File: src/rtl/e203_exu_wbck_arb_if.sv
// Write-back arbiter bus: ALU and long-pipe result streams in, register-file write port
// and long-pipe pending count out.
interface e203_exu_wbck_arb_if #(
    parameter int unsigned XLEN        = 32,
    parameter int unsigned RFIDX_WIDTH = 5,
    parameter int unsigned PEND_W      = 2
) ();

    logic                   alu_wbck_i_valid;
    logic                   alu_wbck_i_ready;
    logic [XLEN-1:0]        alu_wbck_i_wdat;
    logic [RFIDX_WIDTH-1:0] alu_wbck_i_rdidx;

    logic                   longp_wbck_i_valid;
    logic                   longp_wbck_i_ready;
    logic [XLEN-1:0]        longp_wbck_i_wdat;
    logic [RFIDX_WIDTH-1:0] longp_wbck_i_rdidx;
    logic                   longp_wbck_i_err;

    logic                   rf_wbck_o_ena;
    logic [RFIDX_WIDTH-1:0] rf_wbck_o_rdidx;
    logic [XLEN-1:0]        rf_wbck_o_wdat;

    logic [PEND_W-1:0]      longp_pend_cnt;

    // Arbiter side
    modport slave (
        input  alu_wbck_i_valid, alu_wbck_i_wdat, alu_wbck_i_rdidx,
        output alu_wbck_i_ready,
        input  longp_wbck_i_valid, longp_wbck_i_wdat, longp_wbck_i_rdidx, longp_wbck_i_err,
        output longp_wbck_i_ready,
        output rf_wbck_o_ena, rf_wbck_o_rdidx, rf_wbck_o_wdat,
        output longp_pend_cnt
    );

    // Producer / register-file side
    modport master (
        output alu_wbck_i_valid, alu_wbck_i_wdat, alu_wbck_i_rdidx,
        input  alu_wbck_i_ready,
        output longp_wbck_i_valid, longp_wbck_i_wdat, longp_wbck_i_rdidx, longp_wbck_i_err,
        input  longp_wbck_i_ready,
        input  rf_wbck_o_ena, rf_wbck_o_rdidx, rf_wbck_o_wdat,
        input  longp_pend_cnt
    );

endinterface

File: src/rtl/e203_exu_wbck_arb.sv
// Write-back arbiter: ALU results (priority, zero latency) and FIFO-buffered long-pipe
// results share the register-file write port; a starvation counter forces FIFO slots.
module e203_exu_wbck_arb #(
    parameter int unsigned XLEN             = 32,
    parameter int unsigned RFIDX_WIDTH      = 5,
    parameter int unsigned LONGP_FIFO_DEPTH = 2,
    parameter int unsigned STARVE_MAX       = 3
) (
    input  logic                  clk,
    input  logic                  rst,
    e203_exu_wbck_arb_if.slave    bus
);

    localparam int unsigned PTR_W = $clog2(LONGP_FIFO_DEPTH);
    localparam int unsigned CNT_W = PTR_W + 1;
    localparam int unsigned STV_W = $clog2(STARVE_MAX + 1);

    typedef struct packed {
        logic                   err;
        logic [RFIDX_WIDTH-1:0] rdidx;
        logic [XLEN-1:0]        wdat;
    } longp_ent_t;

    longp_ent_t       mem_q [LONGP_FIFO_DEPTH];
    longp_ent_t       mem_d [LONGP_FIFO_DEPTH];
    logic [PTR_W-1:0] wptr_q, wptr_d;
    logic [PTR_W-1:0] rptr_q, rptr_d;
    logic [CNT_W-1:0] cnt_q, cnt_d;
    logic [STV_W-1:0] starve_q, starve_d;

    logic       fifo_nonempty;
    logic       fifo_full;
    logic       force_gnt;
    logic       fifo_gnt;
    logic       alu_gnt;
    logic       longp_push;
    logic       longp_pop;
    longp_ent_t head;

    // Grant and handshake
    always_comb begin
        fifo_nonempty = (cnt_q != '0);
        fifo_full     = (cnt_q == CNT_W'(LONGP_FIFO_DEPTH));
        head          = mem_q[rptr_q];
        force_gnt     = fifo_nonempty && (starve_q == STV_W'(STARVE_MAX));
        fifo_gnt      = fifo_nonempty && (force_gnt || !bus.alu_wbck_i_valid);
        alu_gnt       = bus.alu_wbck_i_valid && !force_gnt;
        longp_push    = bus.longp_wbck_i_valid && !fifo_full;
        longp_pop     = fifo_gnt;
    end

    assign bus.alu_wbck_i_ready   = !force_gnt;
    assign bus.longp_wbck_i_ready = !fifo_full;
    assign bus.longp_pend_cnt     = cnt_q;

    // Write-port mux; x0 and faulted results keep the handshake but drop the enable
    always_comb begin
        bus.rf_wbck_o_ena   = 1'b0;
        bus.rf_wbck_o_rdidx = '0;
        bus.rf_wbck_o_wdat  = '0;
        if (alu_gnt) begin
            bus.rf_wbck_o_rdidx = bus.alu_wbck_i_rdidx;
            bus.rf_wbck_o_wdat  = bus.alu_wbck_i_wdat;
            bus.rf_wbck_o_ena   = (bus.alu_wbck_i_rdidx != '0);
        end else if (fifo_gnt) begin
            bus.rf_wbck_o_rdidx = head.rdidx;
            bus.rf_wbck_o_wdat  = head.wdat;
            bus.rf_wbck_o_ena   = !head.err && (head.rdidx != '0);
        end
    end

    // FIFO and starvation counter next state
    always_comb begin
        mem_d    = mem_q;
        wptr_d   = wptr_q;
        rptr_d   = rptr_q;
        cnt_d    = cnt_q;
        starve_d = starve_q;

        if (longp_push) begin
            mem_d[wptr_q] = '{err:   bus.longp_wbck_i_err,
                              rdidx: bus.longp_wbck_i_rdidx,
                              wdat:  bus.longp_wbck_i_wdat};
            wptr_d        = PTR_W'(wptr_q + PTR_W'(1));
        end
        if (longp_pop) begin
            rptr_d = PTR_W'(rptr_q + PTR_W'(1));
        end
        case ({longp_push, longp_pop})
            2'b10:   cnt_d = CNT_W'(cnt_q + CNT_W'(1));
            2'b01:   cnt_d = CNT_W'(cnt_q - CNT_W'(1));
            default: cnt_d = cnt_q;
        endcase

        if (fifo_gnt || !fifo_nonempty) begin
            starve_d = '0;
        end else if (alu_gnt && (starve_q != STV_W'(STARVE_MAX))) begin
            starve_d = STV_W'(starve_q + STV_W'(1));
        end
    end

    always_ff @(posedge clk or posedge rst) begin
        if (rst) begin
            for (int i = 0; i < int'(LONGP_FIFO_DEPTH); i++) begin
                mem_q[i] <= '0;
            end
            wptr_q   <= '0;
            rptr_q   <= '0;
            cnt_q    <= '0;
            starve_q <= '0;
        end else begin
            mem_q    <= mem_d;
            wptr_q   <= wptr_d;
            rptr_q   <= rptr_d;
            cnt_q    <= cnt_d;
            starve_q <= starve_d;
        end
    end

    a_no_underflow: assert property (@(posedge clk) disable iff (rst) !(longp_pop && !fifo_nonempty));
    a_no_overflow:  assert property (@(posedge clk) disable iff (rst) !(longp_push && fifo_full));

endmodule

File: src/flat_wrapper.sv
// flat-port wrapper written by rule: the top's interface ports become plain ports
module e203_exu_wbck_arb_flat 
#(
    parameter int unsigned XLEN             = 32,
    parameter int unsigned RFIDX_WIDTH      = 5,
    parameter int unsigned LONGP_FIFO_DEPTH = 2,
    parameter int unsigned STARVE_MAX       = 3
)
  (clk, rst, bus_alu_wbck_i_valid, bus_alu_wbck_i_wdat, bus_alu_wbck_i_rdidx, bus_alu_wbck_i_ready, bus_longp_wbck_i_valid, bus_longp_wbck_i_wdat, bus_longp_wbck_i_rdidx, bus_longp_wbck_i_err, bus_longp_wbck_i_ready, bus_rf_wbck_o_ena, bus_rf_wbck_o_rdidx, bus_rf_wbck_o_wdat, bus_longp_pend_cnt);
  e203_exu_wbck_arb_if #(.XLEN(XLEN), .RFIDX_WIDTH(RFIDX_WIDTH), .PEND_W(($clog2((2)) + 1))) bus_i ();
  input  logic clk;
  input  logic rst;
  input wire logic [$bits(bus_i.alu_wbck_i_valid)-1:0] bus_alu_wbck_i_valid;
  input wire logic [$bits(bus_i.alu_wbck_i_wdat)-1:0] bus_alu_wbck_i_wdat;
  input wire logic [$bits(bus_i.alu_wbck_i_rdidx)-1:0] bus_alu_wbck_i_rdidx;
  output wire logic [$bits(bus_i.alu_wbck_i_ready)-1:0] bus_alu_wbck_i_ready;
  input wire logic [$bits(bus_i.longp_wbck_i_valid)-1:0] bus_longp_wbck_i_valid;
  input wire logic [$bits(bus_i.longp_wbck_i_wdat)-1:0] bus_longp_wbck_i_wdat;
  input wire logic [$bits(bus_i.longp_wbck_i_rdidx)-1:0] bus_longp_wbck_i_rdidx;
  input wire logic [$bits(bus_i.longp_wbck_i_err)-1:0] bus_longp_wbck_i_err;
  output wire logic [$bits(bus_i.longp_wbck_i_ready)-1:0] bus_longp_wbck_i_ready;
  output wire logic [$bits(bus_i.rf_wbck_o_ena)-1:0] bus_rf_wbck_o_ena;
  output wire logic [$bits(bus_i.rf_wbck_o_rdidx)-1:0] bus_rf_wbck_o_rdidx;
  output wire logic [$bits(bus_i.rf_wbck_o_wdat)-1:0] bus_rf_wbck_o_wdat;
  output wire logic [$bits(bus_i.longp_pend_cnt)-1:0] bus_longp_pend_cnt;
  assign bus_i.alu_wbck_i_valid = bus_alu_wbck_i_valid;
  assign bus_i.alu_wbck_i_wdat = bus_alu_wbck_i_wdat;
  assign bus_i.alu_wbck_i_rdidx = bus_alu_wbck_i_rdidx;
  assign bus_alu_wbck_i_ready = bus_i.alu_wbck_i_ready;
  assign bus_i.longp_wbck_i_valid = bus_longp_wbck_i_valid;
  assign bus_i.longp_wbck_i_wdat = bus_longp_wbck_i_wdat;
  assign bus_i.longp_wbck_i_rdidx = bus_longp_wbck_i_rdidx;
  assign bus_i.longp_wbck_i_err = bus_longp_wbck_i_err;
  assign bus_longp_wbck_i_ready = bus_i.longp_wbck_i_ready;
  assign bus_rf_wbck_o_ena = bus_i.rf_wbck_o_ena;
  assign bus_rf_wbck_o_rdidx = bus_i.rf_wbck_o_rdidx;
  assign bus_rf_wbck_o_wdat = bus_i.rf_wbck_o_wdat;
  assign bus_longp_pend_cnt = bus_i.longp_pend_cnt;
  e203_exu_wbck_arb #(.XLEN(XLEN), .RFIDX_WIDTH(RFIDX_WIDTH), .LONGP_FIFO_DEPTH(LONGP_FIFO_DEPTH), .STARVE_MAX(STARVE_MAX)) u_core (.clk(clk), .rst(rst), .bus(bus_i));
endmodule
File: config.mk
export PLATFORM = sky130hd
export DESIGN_NAME = e203_exu_wbck_arb_flat
export DESIGN_NICKNAME = d
export VERILOG_FILES = /design/src/rtl/e203_exu_wbck_arb_if.sv /design/src/rtl/e203_exu_wbck_arb.sv /design/src/flat_wrapper.sv
export SDC_FILE = /design/constraint.sdc
export NUM_CORES = 1
export LEC_CHECK = 0
export CAP_MARGIN = 20
export CORE_MARGIN = 2
export CORE_UTILIZATION = 51
export DETAILED_ROUTE_END_ITERATION = 10
export HOLD_SLACK_MARGIN = 0.15
export PLACE_DENSITY = 0.85
export SLEW_MARGIN = 20
export SYNTH_ARGS = -nofsm -noshare
export SYNTH_HDL_FRONTEND = slang
export SYNTH_SLANG_ARGS = --single-unit
File: constraint.sdc
create_clock -name clk -period 6.61 [get_ports clk]
set_input_delay 1.322 -clock clk [delete_from_list [all_inputs] [get_ports clk]]
set_output_delay 1.322 -clock clk [all_outputs]
set_load 0.05 [all_outputs]
==> metrics.log <==
INFO  metric clock.fmax = around 0.19 GHz
INFO  metric synth.area.mux_share = about a third
INFO  metric initialDrtViolationCount = 83
INFO  metric hold_viol_final = 0
INFO  metric initial_utilization = a little over half
INFO  metric cts.root.buffer_cell = sky130_fd_sc_hd__clkbuf_8
INFO  metric grt_remaining_overflow = 0
INFO  metric worst_setup_path_start_kind = input pin
INFO  metric post_dp_cell_area = 5360 sq um
INFO  metric grt_max_degree = 83
INFO  metric fin_crit = 5150 ps
INFO  metric grtUsageTotal = 21.7%
INFO  metric synth_compound_area_share = roughly 8.6%
INFO  metric cts_max_level = 3
INFO  metric post_placement_setup_slack = 1460 ps
INFO  metric switching_share = 39.7%
INFO  metric clock_skew = between 6 and 7 ps
INFO  metric clock_sinks = 82
INFO  metric cts_repair_resize_count = 0
INFO  metric sequentialPowerShare = roughly a third
INFO  metric drt-vias-per-instance = ~5.4
INFO  metric synth_adder_area_share = 0.607%
INFO  metric cellInternalPower = between 0.0015 and 0.002 W
INFO  metric cts_tree = done
INFO  metric route.detailed.wl_per_inst = about 18 um
INFO  metric first_global_vias = approximately 3.0k
INFO  metric cts_setup_buffers = 0
INFO  metric rows = 32
INFO  metric switchingPower = roughly 0.0011 W
INFO  metric length_of_routed_met2_wiring = 4290 um
INFO  metric pwr_density_cell = between 500 and 600 nW/um^2
INFO  metric worst_ep_arrival_time = about 3800 ps
INFO  metric vdd_ir_drop_max = ~0.00044 V
INFO  metric worst-r2r-setup-slack = between 4000 and 5000 ps
INFO  metric path_clk_slew = around 80 ps
INFO  metric critical-path-slowest-cell = sky130_fd_sc_hd__clkdlybuf4s50_1
INFO  metric synthesis.instances = 285
INFO  metric path_cells = clkdlybuf4s50_1 > and2_1 > buf_4 > o2bb2ai_1 > clkdlybuf4s50_1
INFO  metric antenna_cells = 0
INFO  metric floorplan.die.width = roughly 94 um
INFO  metric synth_area_per_cell = 14.5 sq um
INFO  metric route.layer.met1.wl = ~4000 um
INFO  metric crit_fanout = 21
INFO  metric drt_antenna_net_count = 0
INFO  metric fp.dieArea = about 9000 sq um
INFO  metric critical_path_class = input pin to output pin
INFO  metric cts-root-to-sink-buffers = 2
INFO  metric place.port_buffers = between 100 and 150
INFO  metric postSynthRegisterBits = 82
INFO  metric grt_setup_unrepaired = no
INFO  metric comb_power_share = a little over 50%
INFO  metric synth_largest_area_cell = sky130_fd_sc_hd__dfrtp_1
INFO  metric critical_path_required = 5290 ps
INFO  metric fp.coreArea = 7770 sq um
INFO  metric netlist_top_cells_area = sky130_fd_sc_hd__dfrtp_1 (50%), sky130_fd_sc_hd__mux2_4 (15%), sky130_fd_sc_hd__mux2_2 (9.8%)
INFO  metric top_layer_used = met4
INFO  metric finalInstanceArea = 5600 sq um
INFO  metric leakagePower = between 2 and 2.5 nW
INFO  metric utilization = between 70% and 80%
INFO  metric drc_errors = 0
INFO  metric outcome = completed
INFO  metric gp_routability_congestion = approximately 0.75
INFO  metric fill_cells = around 540
INFO  metric post-route-worst-setup-slack = roughly 1500 ps
INFO  metric final_count_of_pins_violating_max_slew = 0
INFO  metric totalPowerFinal = between 0.002 and 0.003 W
INFO  metric max_stage_delay = 820 ps
INFO  metric cts_made_buffers = 9
INFO  metric synth_top_cell_area_share = between 40% and 50%
INFO  metric grt_first_pass_wirelength = between 10000 and 15000 um
INFO  metric path_common_cell = sky130_fd_sc_hd__clkdlybuf4s50_1
INFO  metric postCtsHoldBufs = 0
INFO  metric cap_violations = 0
INFO  metric clock_power_share = 14.5%
INFO  metric setup_viol_count_final = 0
INFO  metric critical_path_buf_inv_count = 3
INFO  metric synth.yosys.warnings = 0
INFO  metric met3_length = about 430 um
INFO  metric dpl.hpwl = between 6000 and 7000 um
INFO  metric die-height = around 94 um
INFO  metric synth_top_family_by_area = multiplexers
INFO  metric detailroute.via_count = 2748
INFO  metric slew-limit-headroom = between 30% and 40%
INFO  metric area_growth = 35.7%
INFO  metric slew_at_the_pin_closest_to_its_max_slew_limit = about 960 ps
INFO  metric timing.hold.worst.class = register to register
INFO  metric first_pass_iters = 4
INFO  metric clock_latency = roughly 350 ps
INFO  metric layout-drive-gt1-share = between 20% and 30%
INFO  metric synth.lib_cells_used.distinct = 27
INFO  metric cp_top_family = buffers and inverters
INFO  metric layout_worst_path_cycle_share = slightly below 80%
INFO  metric final_nets = approximately 480
INFO  metric synthesis.nets = 366
INFO  metric endpoint_kind = output pin
INFO  metric io_pins = about 120
INFO  metric fin_setup_tns = 0 ps
INFO  metric post_synth_and_or_nand_nor_area_fraction = under 10%
INFO  metric xor_xnor_share_of_the_synthesized_area = between 1 and 1.5%
INFO  metric routed_wl = between 8000 and 9000 um
INFO  metric synth_seq_area_share = between 40 and 50%
INFO  metric grt_antenna_before_repair = 0
INFO  metric synth_area = 4120 sq um
[metrics by stage]
step	instances	hold WS, ps
after floorplan	285	416
after global placement	492	428
after detailed placement	492	437
after CTS	508	448
after global routing	508	474
final	508	442
[layout make-up]
type	count	area (sq um)	share of cell area [%]
Sequential cell	82	2050	36.7
Multi-Input combinational cell	179	1920	34.2
Timing Repair Buffer	126	1250	22.3
Tap cell	102	128	2.28
Inverter	3	12.5	0.224
Clock inverter	5	86.3	1.54
Clock buffer	11	151	2.70
[cells in the mapped netlist (all sizes together)]
master and number:
a21o 1, a32o 1, and2 1, buf 18, clkbuf 3, dfrtp 82
ha 2, inv 3, mux2 76, mux2i 38, nand2 3, nand2b 1
nand3 1, nand3b 1, nor2 3, nor3 3, nor3b 2, nor4 1
nor4b 1, o21ai 1, o22ai 1, o2bb2ai 37, xnor2 4, xor2 1
[per-layer routing]
layer	up-vias	global-route usage, %
met3	17	4.65
li1	1301	-
met1	1353	28.8
met5	-	0
met2	77	35.1
met4	0	8.21
[final timing paths]
path | start | end | cells after the start
setup reg to reg | u_core.bus.longp_pend_cnt[0] | u_core.bus.longp_pend_cnt[1] | 7
min in group asynchronous | rst | u_core.mem_q[63] | 3
hold / removal | u_core.starve_q[0] | u_core.starve_q[0] | 1
max in group asynchronous | rst | u_core.rptr_q | 3
setup / recovery | bus_alu_wbck_i_valid | bus_rf_wbck_o_wdat[3] | 5
hold reg to reg | u_core.starve_q[0] | u_core.starve_q[0] | 1
[kinds of logic (layout without fill, tap and decap cells)]
logic type	Yosys count	in the layout
AO/OA/AOI/OAI	41	41
XOR/XNOR	5	5
adder cells (fa/ha/maj)	2	2
buffers and inverters	24	145
flip-flops	82	82
multiplexers	114	114
AND/OR/NAND/NOR	17	17
[power groups by stage]
| stage | Combinational [W] | Clock, W | Sequential (W) |
|---|---|---|---|
| 2_1_floorplan | 0.00118 | 0 | 0.000898 |
| 3_3_place_gp | 0.00148 | 0 | 0.000955 |
| 3_5_place_dp | 0.00151 | 0 | 0.000971 |
| 4_1_cts | 0.00151 | 0.000427 | 0.000966 |
| 5_1_grt | 0.00159 | 0.000449 | 0.000999 |
| 6_report | 0.00149 | 0.000418 | 0.000965 |
[placed cells by master, fill, tap and decap left out]
master	instances
sky130_fd_sc_hd__o2bb2ai_1	37
sky130_fd_sc_hd__dfrtp_1	81
sky130_fd_sc_hd__nand3_2	1
sky130_fd_sc_hd__a32o_1	1
sky130_fd_sc_hd__o22ai_1	1
sky130_fd_sc_hd__nor4_1	1
sky130_fd_sc_hd__ha_1	2
sky130_fd_sc_hd__clkinv_2	1
sky130_fd_sc_hd__nand2b_4	1
sky130_fd_sc_hd__clkdlybuf4s50_1	120
sky130_fd_sc_hd__bufinv_16	2
sky130_fd_sc_hd__xor2_1	1
sky130_fd_sc_hd__buf_6	1
sky130_fd_sc_hd__mux2i_1	38
sky130_fd_sc_hd__and2_1	1
sky130_fd_sc_hd__inv_1	2
sky130_fd_sc_hd__nand3b_2	1
sky130_fd_sc_hd__nor2_1	3
sky130_fd_sc_hd__nor3_1	3
sky130_fd_sc_hd__clkbuf_8	11
sky130_fd_sc_hd__clkinv_4	3
sky130_fd_sc_hd__o21ai_1	1
sky130_fd_sc_hd__nor3b_1	2
sky130_fd_sc_hd__dfrtp_2	1
sky130_fd_sc_hd__a21o_1	1
sky130_fd_sc_hd__nand2_1	3
sky130_fd_sc_hd__buf_4	5
sky130_fd_sc_hd__mux2_2	36
sky130_fd_sc_hd__mux2_4	40
sky130_fd_sc_hd__xnor2_1	4
sky130_fd_sc_hd__nor4b_1	1
[sequential cells by signal (all words and copies together), names as in the netlist]
signal / count
u_core.starve_q: 2
u_core.wptr_q: 1
u_core.rptr_q: 1
u_core.mem_q: 76
u_core.bus.longp_pend_cnt: 2
Note: power is estimated with default switching activity, not from simulation.
